<file path="src/rtl/fork_join_ctrl.sv">
// Fork/join dispatcher: launches a masked set of workers, joins on all/any/none,
// and aborts unfinished workers when the per-request watchdog expires.
module fork_join_ctrl #(
    parameter int N_TASK = 4,
    parameter int TMO_W  = 16
) (
    input  logic              clk,
    input  logic              rst,
    input  logic              req_valid,
    output logic              req_ready,
    input  logic [1:0]        req_mode,
    input  logic [N_TASK-1:0] req_mask,
    input  logic [TMO_W-1:0]  req_wdog,
    output logic [N_TASK-1:0] task_start,
    input  logic [N_TASK-1:0] task_done,
    output logic [N_TASK-1:0] task_abort,
    output logic              rsp_valid,
    input  logic              rsp_ready,
    output logic [1:0]        rsp_status,
    output logic [N_TASK-1:0] rsp_done_mask,
    output logic              busy
);

    typedef enum logic [2:0] {
        S_IDLE   = 3'd0,
        S_LAUNCH = 3'd1,
        S_WAIT   = 3'd2,
        S_ABORT  = 3'd3,
        S_RESP   = 3'd4
    } state_t;

    localparam logic [1:0] MODE_ANY  = 2'b01;
    localparam logic [1:0] MODE_NONE = 2'b10;
    localparam logic [1:0] ST_OK     = 2'b00;
    localparam logic [1:0] ST_TMO    = 2'b01;
    localparam logic [1:0] ST_EMPTY  = 2'b10;

    state_t              state_q, state_d;
    logic [1:0]          mode_q, mode_d;
    logic [N_TASK-1:0]   mask_q, mask_d;
    logic [TMO_W-1:0]    wdog_q, wdog_d;
    logic [TMO_W-1:0]    cnt_q, cnt_d;
    logic [N_TASK-1:0]   done_q, done_d;
    logic [1:0]          status_q, status_d;

    logic [N_TASK-1:0]   done_next;
    logic                complete;

    // State register: control state resets, latched request fields do not
    always_ff @(posedge clk) begin
        if (rst) begin
            state_q  <= S_IDLE;
            cnt_q    <= '0;
            done_q   <= '0;
            status_q <= ST_OK;
        end else begin
            state_q  <= state_d;
            cnt_q    <= cnt_d;
            done_q   <= done_d;
            status_q <= status_d;
        end
    end

    always_ff @(posedge clk) begin
        mode_q <= mode_d;
        mask_q <= mask_d;
        wdog_q <= wdog_d;
    end

    // Next-state logic; mode 11 falls into the join-all comparison
    always_comb begin
        done_next = done_q | (task_done & mask_q);
        complete  = (mode_q == MODE_ANY) ? (done_next != '0) : (done_next == mask_q);

        state_d  = state_q;
        mode_d   = mode_q;
        mask_d   = mask_q;
        wdog_d   = wdog_q;
        cnt_d    = cnt_q;
        done_d   = done_q;
        status_d = status_q;

        case (state_q)
            S_IDLE: begin
                if (req_valid) begin
                    mode_d   = req_mode;
                    mask_d   = req_mask;
                    wdog_d   = req_wdog;
                    done_d   = '0;
                    status_d = (req_mask == '0) ? ST_EMPTY : ST_OK;
                    state_d  = S_LAUNCH;
                end
            end
            S_LAUNCH: begin
                // An empty mask rides through LAUNCH (no start bits) so every
                // non-waiting request answers two cycles after acceptance.
                cnt_d  = wdog_q;
                done_d = done_next;
                if (mask_q == '0 || mode_q == MODE_NONE) begin
                    state_d = S_RESP;
                end else begin
                    state_d = S_WAIT;
                end
            end
            S_WAIT: begin
                done_d = done_next;
                if (complete) begin
                    status_d = ST_OK;
                    state_d  = S_RESP;
                end else if (wdog_q != '0 && cnt_q == TMO_W'(1)) begin
                    state_d = S_ABORT;
                end else if (wdog_q != '0) begin
                    cnt_d = cnt_q - TMO_W'(1);
                end
            end
            S_ABORT: begin
                status_d = ST_TMO;
                state_d  = S_RESP;
            end
            S_RESP: begin
                if (rsp_ready) begin
                    state_d = S_IDLE;
                end
            end
            default: state_d = S_IDLE;
        endcase
    end

    always_comb begin
        req_ready     = (state_q == S_IDLE);
        busy          = (state_q != S_IDLE);
        task_start    = (state_q == S_LAUNCH) ? mask_q : '0;
        task_abort    = (state_q == S_ABORT) ? (mask_q & ~done_q) : '0;
        rsp_valid     = (state_q == S_RESP);
        rsp_status    = status_q;
        rsp_done_mask = done_q;
    end

endmodule

</file>
<file path="config.mk">
export PLATFORM = sky130hd
export DESIGN_NAME = fork_join_ctrl
export DESIGN_NICKNAME = d
export VERILOG_FILES = /design/src/rtl/fork_join_ctrl.sv
export SDC_FILE = /design/constraint.sdc
export NUM_CORES = 1
export LEC_CHECK = 0
export ABC_AREA = 1
export CAP_MARGIN = 10
export CORE_MARGIN = 5
export CORE_UTILIZATION = 52
export CTS_BUF_LIST = sky130_fd_sc_hd__clkbuf_4 sky130_fd_sc_hd__clkbuf_8
export DETAILED_ROUTE_END_ITERATION = 6
export PLACE_DENSITY = 0.8
export SLEW_MARGIN = 10
export SYNTH_ARGS = -nofsm -noshare
export SYNTH_HDL_FRONTEND = slang
export SYNTH_SLANG_ARGS = --single-unit
</file>
<file path="constraint.sdc">
create_clock -name clk -period 4.85 [get_ports clk]
set_clock_uncertainty 0.15 [all_clocks]
set_input_delay 0.97 -clock clk [delete_from_list [all_inputs] [get_ports clk]]
set_output_delay 0.97 -clock clk [all_outputs]
set_load 0.05 [all_outputs]
</file>
==> impl_metrics.py <==
metrics = {
    "status": {
        "result_of_the_run": "finished, final reports clean",
    },
    "sta": {
        "drv_slew": 0,
        "max_freq_mhz": 318,
        "timing_worst_slew_pin_value_ps": 805,
        "fin_crit_ps": 3140,
        "setup_tns_ps": 0,
        "min_period_over_period": 0.648,
        "slew_headroom": 0.463,
        "finalHoldWorstSlack_ps": 321,
        "finalHoldViolCount": 0,
        "grt_setup_unrepaired": "no",
        "setup-violations-final": 0,
    },
    "drt": {
        "detail_route.wl_per_cell_um": 12.9,
        "antenna_violating_nets_post_route": 0,
        "top_signal_layer_used": "met4",
        "drtPass1Iterations": 5,
        "postRouteWirelength_um": 6130,
        "post_drt_via_cell_ratio": 5.03,
        "dr.first_iter.drc_count": 253,
        "wl_met2_um": 2830,
        "drt_drc_violations_left": 0,
        "wl_met3_um": 347,
        "detailroute.via_count": 2397,
        "wl_met1_um": 2880,
    },
    "synth": {
        "synth-warning-count": 0,
        "yosys.area_share.adder": 0.00976,
        "synth_xor_xnor_area_share": 0.00683,
        "syn-cell-area_um2": 2560,
        "synth-seq-area-share": 0.453,
        "synth_mux_area_frac": 0.00780,
        "ys_seq_elements": 47,
        "synthArstFlopShare": 0,
        "synth_enable_flop_cells": 22,
        "synth.lib_cells_used.distinct": 29,
        "dominant_combinational_cell_family_by_area_after_synthesis": "simple AND/OR/NAND/NOR gates",
        "synthTopCellsByArea": "sky130_fd_sc_hd__edfxtp_1, sky130_fd_sc_hd__dfxtp_1, sky130_fd_sc_hd__nand2_1",
        "yosys_most_used_dff": "sky130_fd_sc_hd__dfxtp_1",
        "syn-num-nets": 396,
        "netlist_instances": 364,
        "synth_compound_area_frac": 0.0702,
        "synth_simple_gate_area_share": 0.381,
        "synth.avg_cell_area_um2": 7.05,
        "synth.top_cell.area_share": 0.258,
        "synth_top_cell_by_area": "sky130_fd_sc_hd__edfxtp_1",
    },
    "worst_setup_path": {
        "cpPeakStageDelay_ps": 830,
        "timing.critical_path.buf_inv": 2,
        "worstPathMaxFanout": 5,
        "worst_setup_path_start_kind": "register",
        "critPathSlowestCell": "sky130_fd_sc_hd__clkdlybuf4s50_1",
        "cp.arrival_ps": 2020,
        "endpoint_kind": "output port",
        "cp_top_family": "buffers and inverters",
        "worstPathRequired_ps": 3730,
        "critical_path.cell_chain": "nand2_2, inv_1, nand2_1, nor3_1, clkdlybuf4s50_1",
        "criticalPathCategory": "reg -> out",
    },
    "placed_design": {
        "routabilityCongestion": 0.876,
        "hpwlAfterDp_um": 4550,
        "place_inst": 469,
        "placement.io_buffers": 46,
        "placed_area_um2": 3060,
    },
    "clock_network": {
        "post_cts_hold_buffer_count": 0,
        "total_clock_buffers_created_by_cts": 5,
        "clock_insertion_delay_worst_skew_ps": 310,
        "ctsRootBufferMaster": "sky130_fd_sc_hd__clkbuf_8",
        "post_cts.resized_instances": 0,
        "worst_setup_hold_path_clk_slew_ps": 80,
        "cts_htree_levels": 2,
        "cts_num_sinks": 47,
        "cts_tree": "built",
        "buffers_inserted_during_post_cts_setup_optimization": 0,
        "cts_buffer_depth": 2,
    },
    "die": {
        "die_width_um": 80.2,
        "floorplan.die_area_um2": 6440,
        "core_area_um2": 4750,
        "initial_utilization": 0.539,
        "row_count": 25,
        "ios": 47,
        "floorplan.die.height_um": 80.2,
    },
    "finish": {
        "final_common_cell": "sky130_fd_sc_hd__nand2_1",
        "instances_no_fill": 477,
        "layout_common_cells": "sky130_fd_sc_hd__nand2_1, sky130_fd_sc_hd__nor2_1, sky130_fd_sc_hd__clkdlybuf4s50_1",
        "signed_area_change_from_the_synthesized_netlist_to_the_final_layout_pct": 22.9,
        "cell_area_after_layout_um2": 3150,
        "finalNetCount": 441,
        "antenna-diode-count": 0,
        "post_route_cells_drive_above_1_share": 0.0512,
    },
    "global_route": {
        "antenna_found_initial": 0,
        "globalRouteOverflowTotal": 0,
        "largest_net_degree_at_the_start_of_global_routing": 26,
        "first_pass_grt_wire_length_um": 9750,
        "grt_pass1_vias": 2086,
        "track_usage": 0.195,
    },
    "worst_hold_path": {
        "holdCritPathClass": "reg -> reg",
    },
    "pwr": {
        "leakage_component_of_the_power_nw": 1.37,
        "power.total_mw": 2.05,
        "power-per-cell-area_nw_per_um2": 651,
        "peakVddDrop_uv": 313,
    },
    "run": {
        "timing.max_cap.violations": 0,
    },
}
-- layer usage --
layer,up-vias,GRT usage
li1,1251,-
met1,1070,0.287
met2,70,0.295
met3,6,0.0314
met4,0,0.0557
met5,-,0
-- worst paths after layout --
kind / start / endpoint / slack, ps / depth (start not counted)
setup / recovery: state_q[1] / task_abort[2] / 1710 / 5
hold / removal: rsp_status[1] / rsp_status[1] / 320 / 2
setup reg to reg: state_q[1] / cnt_q[1] / 2410 / 7
hold reg to reg: rsp_status[1] / rsp_status[1] / 320 / 2
-- synthesized netlist by cell type, types with 6 or more instances --
cell,number
sky130_fd_sc_hd__o21ai_0,11
sky130_fd_sc_hd__nand3_1,33
sky130_fd_sc_hd__dfxtp_1,25
sky130_fd_sc_hd__nand2_1,106
sky130_fd_sc_hd__inv_1,35
sky130_fd_sc_hd__edfxtp_1,22
sky130_fd_sc_hd__or2_2,6
sky130_fd_sc_hd__nor2_1,70
sky130_fd_sc_hd__nor3_1,8
sky130_fd_sc_hd__a21oi_1,19
-- cells by family after synthesis --
logic type | Yosys count
compound gates | 33
xor+xnor | 2
fa+ha+maj | 2
buf+inv | 45
flops | 47
mux | 2
simple gates | 233
-- through the flow --
stage / utilization / setup slack (ps)
2_1_floorplan: - / 1550
3_3_place_gp: 0.644 / 1740
3_5_place_dp: 0.644 / 1680
4_1_cts: 0.663 / 1690
5_1_grt: 0.663 / 1550
6_report: 0.663 / 1710
-- report_power, final --
group | total (mW) | internal, mW | leakage (nW) | switching [mW]
clock network | 0.239 | 0.107 | 0.0446 | 0.132
logic | 1.14 | 0.378 | 0.909 | 0.759
registers | 0.677 | 0.563 | 0.415 | 0.114
total | 2.05 | 1.05 | 1.37 | 1.01
-- sequential cells by signal (all words and copies together) (netlist names) --
signal / cells
wdog_q: 16
rsp_status: 2
rsp_done_mask: 4
mask_q: 4
state_q: 3
mode_q: 2
cnt_q: 16
-- cell type report --
type,instances,area [µm²]
fill,432,1600
timing repair buffer,46,460
clock buffer,6,76.3
clock inverter,2,12.5
tap,67,83.8
multi-input combinational,272,1220
inverter,37,139
sequential,47,1160
-- tightest hold or removal path: cells and delay by family, from the launching register on --
kind               cells  cell delay [ps]
DFF                    1              320
AOI/OAI and AO/OA      1               50
and+or+nand+nor        1               60
Note: power is estimated with default switching activity, not from simulation.
